[src/rtl/id_operand_unit_pkg.sv]
// id_operand_unit_pkg: shared register and bypass-stage definitions for the decode operand path
package id_operand_unit_pkg;
  localparam int REG_ZERO = 0;
  localparam int BYP_EXE = 0;
  localparam int BYP_MEM = 1;
  localparam int BYP_MEM2 = 2;
  localparam int BYP_WB = 3;
  localparam int DEF_ADDR_W = 5;
  localparam int DEF_DATA_W = 32;
  typedef struct packed {
    logic wr;
    logic rdy;
    logic [DEF_ADDR_W-1:0] dst;
    logic [DEF_DATA_W-1:0] data;
  } byp_stage_t;
endpackage

[src/rtl/id_operand_unit_if.sv]
// id_operand_unit_if: decode-stage operand bus between pipeline control and the operand unit
interface id_operand_unit_if #(
  parameter int NUM_RD = 2,
  parameter int NUM_BYP = 4,
  parameter int DATA_W = 32,
  parameter int REG_CNT = 32,
  parameter int ADDR_W = 5,
  parameter int CNT_W = 32
);
  logic                      id_valid;
  logic [NUM_RD*ADDR_W-1:0]  id_src;
  logic [NUM_RD-1:0]         id_src_used;
  logic [ADDR_W-1:0]         id_dst;
  logic                      id_wr;
  logic                      id_long;
  logic                      ex_ready;
  logic                      flush;
  logic [NUM_BYP-1:0]        byp_wr;
  logic [NUM_BYP*ADDR_W-1:0] byp_dst;
  logic [NUM_BYP-1:0]        byp_rdy;
  logic [NUM_BYP*DATA_W-1:0] byp_data;
  logic                      wb_wr;
  logic [ADDR_W-1:0]         wb_dst;
  logic [DATA_W-1:0]         wb_data;
  logic                      ll_done;
  logic [ADDR_W-1:0]         ll_dst;
  logic [NUM_RD*DATA_W-1:0]  id_opnd;
  logic                      id_stall;
  logic                      id_fire;
  logic [REG_CNT-1:0]        sb_busy;
  logic [CNT_W-1:0]          stall_cnt;
  modport master (
    output id_valid, id_src, id_src_used, id_dst, id_wr, id_long, ex_ready, flush,
           byp_wr, byp_dst, byp_rdy, byp_data, wb_wr, wb_dst, wb_data, ll_done, ll_dst,
    input  id_opnd, id_stall, id_fire, sb_busy, stall_cnt
  );
  modport slave (
    input  id_valid, id_src, id_src_used, id_dst, id_wr, id_long, ex_ready, flush,
           byp_wr, byp_dst, byp_rdy, byp_data, wb_wr, wb_dst, wb_data, ll_done, ll_dst,
    output id_opnd, id_stall, id_fire, sb_busy, stall_cnt
  );
endinterface

[src/rtl/id_operand_unit_rf_multiread.sv]
// rf_multiread: multi-port register file, register 0 hardwired to zero, write-through on read
module rf_multiread
  import id_operand_unit_pkg::*;
#(
  parameter int NUM_RD = 2,
  parameter int DATA_W = 32,
  parameter int REG_CNT = 32,
  parameter int ADDR_W = 5
) (
  input  logic                     clk,
  input  logic                     rst,
  input  logic                     wr,
  input  logic [ADDR_W-1:0]        wa,
  input  logic [DATA_W-1:0]        wd,
  input  logic [NUM_RD*ADDR_W-1:0] ra,
  output logic [NUM_RD*DATA_W-1:0] rd
);
  logic [DATA_W-1:0] mem [REG_CNT];
  logic [ADDR_W-1:0] a;
  always_ff @(posedge clk or posedge rst) begin
    if (rst) for (int r = 0; r < REG_CNT; r++) mem[r] <= '0;
    else if (wr && int'(wa) != REG_ZERO) mem[wa] <= wd;
  end
  always_comb begin
    rd = '0;
    a = '0;
    for (int p = 0; p < NUM_RD; p++) begin
      a = ra[p*ADDR_W +: ADDR_W];
      rd[p*DATA_W +: DATA_W] = int'(a) == REG_ZERO ? '0 : (wr && a == wa) ? wd : mem[a];
    end
  end
endmodule

[src/rtl/id_operand_unit.sv]
// id_operand_unit: decode operand forwarding, hazard stall/fire and long-latency scoreboard
module id_operand_unit
  import id_operand_unit_pkg::*;
#(
  parameter int NUM_RD = 2,
  parameter int NUM_BYP = 4,
  parameter int DATA_W = 32,
  parameter int REG_CNT = 32,
  parameter int ADDR_W = 5,
  parameter int CNT_W = 32
) (
  input logic clk,
  input logic rst,
  id_operand_unit_if.slave bus
);
  logic [NUM_RD*DATA_W-1:0] rd;
  logic [NUM_RD*DATA_W-1:0] opnd;
  logic [REG_CNT-1:0]       sb, sb_nxt;
  logic [CNT_W-1:0]         cnt;
  logic [ADDR_W-1:0]        s;
  logic [DATA_W-1:0]        d;
  logic                     hit, rdy, hz, stall, fire, set;
  rf_multiread #(.NUM_RD(NUM_RD), .DATA_W(DATA_W), .REG_CNT(REG_CNT), .ADDR_W(ADDR_W)) u_rf (
    .clk(clk), .rst(rst), .wr(bus.wb_wr), .wa(bus.wb_dst), .wd(bus.wb_data),
    .ra(bus.id_src), .rd(rd)
  );
  // Scan oldest to youngest so the youngest matching stage overwrites the selection
  always_comb begin
    hz = 1'b0;
    opnd = '0;
    s = '0;
    d = '0;
    hit = 1'b0;
    rdy = 1'b0;
    for (int p = 0; p < NUM_RD; p++) begin
      s = bus.id_src[p*ADDR_W +: ADDR_W];
      d = rd[p*DATA_W +: DATA_W];
      hit = 1'b0;
      rdy = 1'b0;
      for (int i = NUM_BYP-1; i >= BYP_EXE; i--) begin
        if (bus.byp_wr[i] && bus.byp_dst[i*ADDR_W +: ADDR_W] == s && int'(s) != REG_ZERO) begin
          hit = 1'b1;
          rdy = bus.byp_rdy[i];
          d = bus.byp_data[i*DATA_W +: DATA_W];
        end
      end
      opnd[p*DATA_W +: DATA_W] = d;
      hz = hz | (bus.id_src_used[p] & ((hit & ~rdy) | sb[s]));
    end
    hz = hz | (bus.id_wr & (int'(bus.id_dst) != REG_ZERO) & sb[bus.id_dst]);
  end
  assign stall = bus.id_valid & hz & ~bus.flush;
  assign fire = bus.id_valid & ~hz & bus.ex_ready & ~bus.flush;
  assign set = fire & bus.id_long & bus.id_wr & (int'(bus.id_dst) != REG_ZERO);
  // A same-register set wins over a completing clear
  always_comb begin
    sb_nxt = sb;
    if (bus.ll_done) sb_nxt[bus.ll_dst] = 1'b0;
    if (set) sb_nxt[bus.id_dst] = 1'b1;
  end
  always_ff @(posedge clk or posedge rst) begin
    if (rst) begin
      sb <= '0;
      cnt <= '0;
    end else begin
      sb <= sb_nxt;
      cnt <= cnt + {{(CNT_W-1){1'b0}}, stall & ~&cnt};
    end
  end
  assign bus.id_opnd = opnd;
  assign bus.id_stall = stall;
  assign bus.id_fire = fire;
  assign bus.sb_busy = sb;
  assign bus.stall_cnt = cnt;
endmodule

[src/flat_wrapper.sv]
// flat-port wrapper written by rule: the top's interface ports become plain ports
module id_operand_unit_flat import id_operand_unit_pkg::*;
#(
  parameter int NUM_RD = 2,
  parameter int NUM_BYP = 4,
  parameter int DATA_W = 32,
  parameter int REG_CNT = 32,
  parameter int ADDR_W = 5,
  parameter int CNT_W = 32
)
  (clk, rst, bus_id_valid, bus_id_src, bus_id_src_used, bus_id_dst, bus_id_wr, bus_id_long, bus_ex_ready, bus_flush, bus_byp_wr, bus_byp_dst, bus_byp_rdy, bus_byp_data, bus_wb_wr, bus_wb_dst, bus_wb_data, bus_ll_done, bus_ll_dst, bus_id_opnd, bus_id_stall, bus_id_fire, bus_sb_busy, bus_stall_cnt);
  id_operand_unit_if #(.NUM_RD(NUM_RD), .NUM_BYP(NUM_BYP), .DATA_W(DATA_W), .REG_CNT(REG_CNT), .ADDR_W(ADDR_W), .CNT_W(CNT_W)) bus_i ();
  input logic clk;
  input logic rst;
  input wire logic [$bits(bus_i.id_valid)-1:0] bus_id_valid;
  input wire logic [$bits(bus_i.id_src)-1:0] bus_id_src;
  input wire logic [$bits(bus_i.id_src_used)-1:0] bus_id_src_used;
  input wire logic [$bits(bus_i.id_dst)-1:0] bus_id_dst;
  input wire logic [$bits(bus_i.id_wr)-1:0] bus_id_wr;
  input wire logic [$bits(bus_i.id_long)-1:0] bus_id_long;
  input wire logic [$bits(bus_i.ex_ready)-1:0] bus_ex_ready;
  input wire logic [$bits(bus_i.flush)-1:0] bus_flush;
  input wire logic [$bits(bus_i.byp_wr)-1:0] bus_byp_wr;
  input wire logic [$bits(bus_i.byp_dst)-1:0] bus_byp_dst;
  input wire logic [$bits(bus_i.byp_rdy)-1:0] bus_byp_rdy;
  input wire logic [$bits(bus_i.byp_data)-1:0] bus_byp_data;
  input wire logic [$bits(bus_i.wb_wr)-1:0] bus_wb_wr;
  input wire logic [$bits(bus_i.wb_dst)-1:0] bus_wb_dst;
  input wire logic [$bits(bus_i.wb_data)-1:0] bus_wb_data;
  input wire logic [$bits(bus_i.ll_done)-1:0] bus_ll_done;
  input wire logic [$bits(bus_i.ll_dst)-1:0] bus_ll_dst;
  output wire logic [$bits(bus_i.id_opnd)-1:0] bus_id_opnd;
  output wire logic [$bits(bus_i.id_stall)-1:0] bus_id_stall;
  output wire logic [$bits(bus_i.id_fire)-1:0] bus_id_fire;
  output wire logic [$bits(bus_i.sb_busy)-1:0] bus_sb_busy;
  output wire logic [$bits(bus_i.stall_cnt)-1:0] bus_stall_cnt;
  assign bus_i.id_valid = bus_id_valid;
  assign bus_i.id_src = bus_id_src;
  assign bus_i.id_src_used = bus_id_src_used;
  assign bus_i.id_dst = bus_id_dst;
  assign bus_i.id_wr = bus_id_wr;
  assign bus_i.id_long = bus_id_long;
  assign bus_i.ex_ready = bus_ex_ready;
  assign bus_i.flush = bus_flush;
  assign bus_i.byp_wr = bus_byp_wr;
  assign bus_i.byp_dst = bus_byp_dst;
  assign bus_i.byp_rdy = bus_byp_rdy;
  assign bus_i.byp_data = bus_byp_data;
  assign bus_i.wb_wr = bus_wb_wr;
  assign bus_i.wb_dst = bus_wb_dst;
  assign bus_i.wb_data = bus_wb_data;
  assign bus_i.ll_done = bus_ll_done;
  assign bus_i.ll_dst = bus_ll_dst;
  assign bus_id_opnd = bus_i.id_opnd;
  assign bus_id_stall = bus_i.id_stall;
  assign bus_id_fire = bus_i.id_fire;
  assign bus_sb_busy = bus_i.sb_busy;
  assign bus_stall_cnt = bus_i.stall_cnt;
  id_operand_unit #(.NUM_RD(NUM_RD), .NUM_BYP(NUM_BYP), .DATA_W(DATA_W), .REG_CNT(REG_CNT), .ADDR_W(ADDR_W), .CNT_W(CNT_W)) u_core (.clk(clk), .rst(rst), .bus(bus_i));
endmodule
[config.mk]
export PLATFORM = sky130hd
export DESIGN_NAME = id_operand_unit_flat
export DESIGN_NICKNAME = d
export VERILOG_FILES = /design/src/rtl/id_operand_unit_pkg.sv /design/src/rtl/id_operand_unit_if.sv /design/src/rtl/id_operand_unit_rf_multiread.sv /design/src/rtl/id_operand_unit.sv /design/src/flat_wrapper.sv
export SDC_FILE = /design/constraint.sdc
export NUM_CORES = 2
export LEC_CHECK = 0
export BUFFER_PORTS_ARGS = -buffer_cell sky130_fd_sc_hd__buf_2
export CAP_MARGIN = 15
export CORE_MARGIN = 8
export CORE_UTILIZATION = 62
export DETAILED_ROUTE_END_ITERATION = 8
export GPL_TIMING_DRIVEN = 0
export PLACE_DENSITY = 0.81
export SLEW_MARGIN = 20
export SYNTH_ARGS = -nofsm -noshare
export SYNTH_HDL_FRONTEND = slang
export SYNTH_HIERARCHICAL = 1
export SYNTH_SLANG_ARGS = --single-unit
[constraint.sdc]
create_clock -name clk -period 44.2 [get_ports clk]
set_clock_uncertainty 0.05 [all_clocks]
set_input_delay 4.42 -clock clk [delete_from_list [all_inputs] [get_ports clk]]
set_output_delay 4.42 -clock clk [all_outputs]
set_load 0.005 [all_outputs]
=== Yosys cells after proc, flatten, opt, wreduce, memory -nomap -nowiden ===
Index checks and enable logic that the tools add are counted.

* Flip-flop bits (word level): 1088
* Latch bits: 0
* RAM bits: 0
* Memory bits (read-only): 0
* Bits of input ports: 224
* Output and inout bits: 130
* Logic and storage cells: 163
* Memories kept: 0

* $add $sub $neg: 1
* Multiply operators: 0
* Div/mod/pow operators: 0
* Order comparisons: 10
* Equal/unequal tests: 10
* Shifts and indexed selects: 0
* Muxes and demuxes: 49
* Bitwise gates (word level): 29
* Reduce and logical (&&, ||, !) cells: 30

{| class="wikitable"
|+ Operators with widths
! kind !! number
|-
| 1024-bit bitwise mux || 1
|-
| 32-bit two-way mux || 19
|-
| 32-bit binary-select mux with 5-bit select || 2
|-
| 32-bit demux with 5-bit select || 1
|-
| 5-bit equality test || 10
|-
| 32-bit by 1-bit adder with 32-bit output || 1
|-
| 32-bit AND || 1
|-
| 32-bit inverter || 1
|-
| 32-bit bitwise OR || 1
|-
| 32-bit AND reduction || 1
|-
| 5-bit by 6-bit less-than comparator with 1-bit output (second input constant) || 4
|-
| 1-bit logical AND || 22
|-
| 1-bit two-way mux || 21
|-
| 5-bit nonzero test || 4
|-
| 6-bit greater-or-equal comparator (second input constant) || 3
|-
| 5-bit inverter with 6-bit output || 3
|-
| 1-bit AND || 15
|-
| 1-bit binary-select mux with 5-bit select || 3
|-
| 1-bit demux with 5-bit select || 2
|-
| 5-bit by 1-bit greater-or-equal comparator with 1-bit output (second input constant) || 2
|-
| 5-bit zero test || 2
|-
| 6-bit by 1-bit less-than comparator with 1-bit output (second input constant) || 1
|-
| 1-bit inverter || 4
|-
| 1-bit bitwise OR || 4
|-
| 1-bit zero test || 1
|}

=== Longest topological paths before layout ===
* Depth after elaboration: 21
* Depth in mapped cells: 16
* Depth with buffers taken out: 13

=== Modules after synthesis ===
Netlist, hierarchy kept.

{| class="wikitable"
|+ Modules (own cells, without submodules)
! module !! instances !! cells an instance !! area an instance (µm²) !! sequential area each (µm²)
|-
| rf_multiread || 1 || 3867 || 54933.9 || 25624.6
|-
| id_operand_unit || 1 || 925 || 7224.4 || 1601.5
|}

=== Least setup slack after synthesis ===
No wires, ideal clock.

* Path kind: input-to-output
* Start: input port bus_id_src[5]
* End: output port bus_id_stall
* Arrival time: 6.546 ns
* Required time: 39.730 ns
* Slack: 33.184 ns
* Stages: 9
* Buffers on the path: 2
* Path through: buf_2 > or4_1 > nor2_1 > nand4b_1 > mux2i_1 > nand2_1 > a31oi_1 > clkbuf_1 > o21a_1

* Cells in the longest elaborated chain, start to end: 15
* Elaborated cells on any way between the ends: 31
* Classes of those cells: eq/ne (4); mux (10); bitwise (8); reduce/logical (9)

{| class="wikitable"
|+ Ends and longest elaborated chain
! item !! line !! RTL
|-
| from (decl) || flat_wrapper.sv:16 || <nowiki>input wire logic [$bits(bus_i.id_src)-1:0] bus_id_src;</nowiki>
|-
| 5-bit equality test || id_operand_unit.sv:41 || <nowiki>if (bus.byp_wr[i] && bus.byp_dst[i*ADDR_W +: ADDR_W] == s && int'(s) != REG_ZERO) begin</nowiki>
|-
| 1-bit logical AND (2 in series) || id_operand_unit.sv:41 ||
|-
| 1-bit two-way mux (4 in series) || id_operand_unit.sv:41 ||
|-
| 1-bit inverter || id_operand_unit.sv:48 || <nowiki>hz = hz | (bus.id_src_used[p] & ((hit & ~rdy) | sb[s]));</nowiki>
|-
| 1-bit AND || id_operand_unit.sv:48 ||
|-
| 1-bit bitwise OR (*) || id_operand_unit.sv:48 ||
|-
| 1-bit AND (*) || id_operand_unit.sv:48 ||
|-
| 1-bit bitwise OR (*) || id_operand_unit.sv:48 ||
|-
| 1-bit bitwise OR (*) || id_operand_unit.sv:50 || <nowiki>hz = hz | (bus.id_wr & (int'(bus.id_dst) != REG_ZERO) & sb[bus.id_dst]);</nowiki>
|-
| 1-bit AND (*) (2 in series) || id_operand_unit.sv:52 || <nowiki>assign stall = bus.id_valid & hz & ~bus.flush;</nowiki>
|-
| to (decl) || flat_wrapper.sv:33 || <nowiki>output wire logic [$bits(bus_i.id_stall)-1:0] bus_id_stall;</nowiki>
|}

Every way passes the cells marked *; elsewhere a longest branch is shown, timed or not. The select of a mux whose other input is x is not followed.

=== Worst setup path in the final report ===
* Start: input port bus_id_src[1]
* End: output port bus_id_opnd[7]

* Cells in the longest elaborated chain, start to end: 10
* Elaborated cells on any way between the ends: 26
* Classes of those cells: eq/ne (5); mux (9); bitwise (1); reduce/logical (11)

{| class="wikitable"
|+ Ends and longest elaborated chain
! item !! line !! RTL
|-
| 5-bit inverter with 6-bit output (implied by the code) || id_operand_unit_rf_multiread.sv:29 || <nowiki>rd[p*DATA_W +: DATA_W] = int'(a) == REG_ZERO ? '0 : (wr && a == wa) ? wd : mem[a];</nowiki>
|-
| 32-bit binary-select mux with 5-bit select || id_operand_unit_rf_multiread.sv:29 ||
|-
| 32-bit two-way mux (implied by the code) (2 in series) || id_operand_unit_rf_multiread.sv:29 ||
|-
| 32-bit two-way mux || id_operand_unit_rf_multiread.sv:29 ||
|-
| 32-bit two-way mux (*) || id_operand_unit_rf_multiread.sv:29 ||
|-
| named net u_core.rd[7] || id_operand_unit.sv:16 || <nowiki>logic [NUM_RD*DATA_W-1:0] rd;</nowiki>
|-
| 32-bit two-way mux (*) (4 in series) || id_operand_unit.sv:41 ||
|-
| to (decl) || flat_wrapper.sv:32 || <nowiki>output wire logic [$bits(bus_i.id_opnd)-1:0] bus_id_opnd;</nowiki>
|}

Mark *: on every way through the listed nets, which the timed path passes. The rest lies on a longest branch. The select of a mux whose other input is x is not followed.

==> run_results.csv <==
group,metric,value,unit
floorplanning,die_h,333,µm
timing,timing_hold_violations_final,0,
yosys,yosysWarnings,6,
setup_path,worstPathArrival,9.51,ns
yosys,synth_top_family_by_area,"multiplexers",
timing,slew_headroom,5.88,%
power_and_ir_drop,p_int,2.14,mW
floorplanning,chipWidth,333,µm
grt,busiest_layer,"met2",
clock_network,cts_max_level,3,
yosys,syn_area,62200,µm²
power_and_ir_drop,p_total,3.12,mW
placement,dp_hpwl,212000,µm
clock_network,root_buffer,"clkbuf_16",
layout,mostFrequentLayoutCell,"dfrtp_1",
setup_path,crit_path_end_kind,"primary output",
timing,worstMarginPinSlew,1.41,ns
drt,drc,0,
clock_network,post_cts_resized,0,
grt,grt_pass1_vias,50600,
power_and_ir_drop,power_density,44.5,nW/µm²
drt,routed_wl,293000,µm
floorplanning,start_util,62.3,%
job,drv_cap,0,
setup_path,critPathKind,"input pin to primary output",
worst_hold_path,hp-class,"register to register",
layout,nets,5496,
floorplanning,placementRows,116,
yosys,postSynthAreaPerCell,13.0,µm²
layout,post-route-util,70.3,%
worst_hold_path,min_to,"u_core/u_rf/mem[1000]$_DFFE_PP0P_",
floorplanning,dieArea,111000,µm²
power_and_ir_drop,swShare,31.3,%
grt,antenna_found_initial,29,
grt,grtUsageTotal,51.5,%
yosys,synth_simple_gate_area_share,4.49,%
clock_network,cts_buffers,115,
drt,firstDrtPassIters,7,
power_and_ir_drop,comb_power_share,23.9,%
floorplanning,coreArea,99700,µm²
yosys,ys_seq_elements,1088,
timing,slew_viol_final,0,
timing,min_period,13.98,ns
timing,finalSetupViolations,0,
power_and_ir_drop,power_frac_clock,33.5,%
setup_path,startpoint_type,"input pin",
drt,ant_nets,0,
layout,n_fill_cell,7003,
drt,viasPerCell,7.88,
clock_network,cts_sinks,1088,
placement,gp_congestion,1.07,
timing,max_clock_freq,71.5,MHz
yosys,synth-edff-count,0,
timing,min_period_over_period,31.6,%
grt,use_met2,68.7,%
yosys,synth.area.mux_share,37.9,%
grt,grtUsageMet1,60.9,%
setup_path,worstPathRequired,39.73,ns
power_and_ir_drop,seqPwrFrac,42.6,%
setup_path,r2r_cells,13,
placement,placed_area,66000,µm²
layout,syn_to_final_growth,12.8,%
yosys,synth_fa_ha_area_share,0.0604,%
floorplanning,io_pins,354,
power_and_ir_drop,p_switching,975,µW
timing,fin_tns_setup,0,ns
yosys,syn-instance-count,4792,
yosys,synthXorXnorAreaFrac,1.13,%
grt,grt_pass1_wl,400000,µm
drt,drtIter0Drc,9210,
power_and_ir_drop,ir_drop,0.0435,mV
timing,fin_ws,30.22,ns
clock_network,cts.clk_slew.worst_paths,0.06,ns
clock_network,clock_path_buffers,3,
setup_path,rrSetupSlack,39.86,ns
layout,stdcell_area,70100,µm²
placement,pre_cts_ws,30.37,ns
placement,port_buffers,344,
timing,rsz0062_at_grt,"no",
yosys,yosys_most_used_dff,"dfrtp_1",
yosys,synth_nets,5019,
yosys,synth-compound-area-share,8.64,%
grt,overflow,0,
worst_hold_path,hold_path_startpoint,"u_core/u_rf/mem[1000]$_DFFE_PP0P_",
yosys,synthArstFlopShare,100,%
setup_path,cp_max_fo,10,
setup_path,rr_startpoint,"u_core/bus.sb_busy[3]$_DFF_PP0_",
layout,final_cell_mix,"dfrtp_1 (1088), mux2_2 (1049), buf_2 (471), mux4_2 (369), mux2i_1 (346)",
clock_network,cts-hold-fix-buffers,0,
setup_path,rr_endpoint,"u_core/bus.stall_cnt[29]$_DFF_PP0_",
layout,final_layout_size_suffix_gt1_share,41.5,%
grt,met3_usage,30.5,%
power_and_ir_drop,p_leak,31.0,nW
worst_hold_path,whs_path_depth,1,
yosys,ys_seq_area_share,43.8,%
outcome,status,"complete, no violations",
clock_network,cts_tree,"done",
grt,grt_max_degree,103,
clock_network,clk_latency,0.75,ns
clock_network,post-cts-setup-buffers,0,
yosys,yosys.cell_types.count,74,
drt,vias,52700,
drt,wl_per_cell,43.7,µm
[layer usage]
layer  wire, µm  part of all wire (%)
met5        478                  0.16
met3      52700                    18
met2     115000                    39
met4      27000                   9.2
met1      97000                    33
[sequential cells by signal (all words and copies together), names as in the netlist]
name and cells:
u_core/bus.sb_busy 32, u_core/bus.stall_cnt 32, u_core/u_rf/mem 1024
[cell type report]
type / count / area [µm²] / share of cell area [%]
Clock inverter: 43 / 593 / 0.846
Tap cell: 1298 / 1620 / 2.32
Inverter: 9 / 43.8 / 0.0625
Antenna cell: 27 / 67.6 / 0.0964
Sequential cell: 1088 / 27200 / 38.8
Buffer: 524 / 2470 / 3.52
Timing Repair Buffer: 360 / 2130 / 3.05
Clock buffer: 171 / 3440 / 4.91
Multi-Input combinational cell: 3171 / 32500 / 46.4
[worst max-delay path: stages]
cell and delay (ns):
buf_2 0.28, buf_2 0.37, nand2_1 0.42, buf_2 0.44, clkbuf_1 0.94, o22ai_1 0.44
o21a_1 0.28, a21oi_1 0.69, mux2i_1 0.20, a211oi_1 0.31, a21oi_1 0.08, o21ai_0 0.37
buf_2 0.20
[how the worst max path moves through the flow]
stage | from | to | slack [ns] | cells past startpoint
after floorplan | rst | u_core/u_rf/mem[0]$_DFFE_PP0P_ | 10.91 | 1
after global placement | rst | u_core/u_rf/mem[18]$_DFFE_PP0P_ | -0.34 | 2
after detailed placement | bus_id_src[3] | bus_id_opnd[20] | 30.37 | 12
after CTS | bus_id_src[3] | bus_id_opnd[20] | 30.37 | 12
after global routing | bus_id_src[1] | bus_id_opnd[7] | 30.45 | 13
final | bus_id_src[1] | bus_id_opnd[7] | 30.22 | 13
[cells by family after synthesis]
kind of cell / count (synthesis)
and+or+nand+nor: 577
adders and majority gates: 3
DFF: 1088
AOI/OAI and AO/OA: 747
buffers and inverters: 533
muxes: 1764
xor gates and xnor gates: 80
[through the flow]
stage | hold WS, ns | instances
final | 0.433 | 6691
after CTS | 0.431 | 6664
after global placement | 0.405 | 6434
after floorplan | 0.391 | 4792
after global routing | 0.456 | 6672
after detailed placement | 0.417 | 6450
[power groups by stage]
stage	combinational, mW	sequential [mW]	clock, mW
2_1_floorplan	0.468	1.28	0
3_3_place_gp	0.677	1.32	0
3_5_place_dp	0.698	1.33	0
4_1_cts	0.704	1.32	1.04
5_1_grt	0.756	1.34	1.08
6_report	0.746	1.33	1.04
[cell usage after synthesis (27+ instances only)]
library cell | count | area share, %
a22oi_1 | 81 | 0.98
mux2_2 | 1049 | 19
a31oi_1 | 40 | 0.40
a21oi_1 | 95 | 0.76
clkbuf_1 | 285 | 1.7
o22ai_1 | 92 | 0.93
mux4_2 | 369 | 13
a211oi_1 | 82 | 0.99
a221o_1 | 34 | 0.55
nand3_1 | 29 | 0.23
a32o_1 | 32 | 0.52
o221ai_1 | 34 | 0.48
a211o_1 | 34 | 0.48
buf_2 | 118 | 0.95
buf_4 | 27 | 0.33
buf_1 | 70 | 0.42
dfrtp_1 | 1088 | 44
mux2i_1 | 346 | 5.6
nand2_1 | 179 | 1.1
xnor2_1 | 57 | 0.80
nor2_1 | 171 | 1.0
o21ai_0 | 109 | 0.88
nor2b_1 | 27 | 0.27
Power figures use the tool's default switching activity.
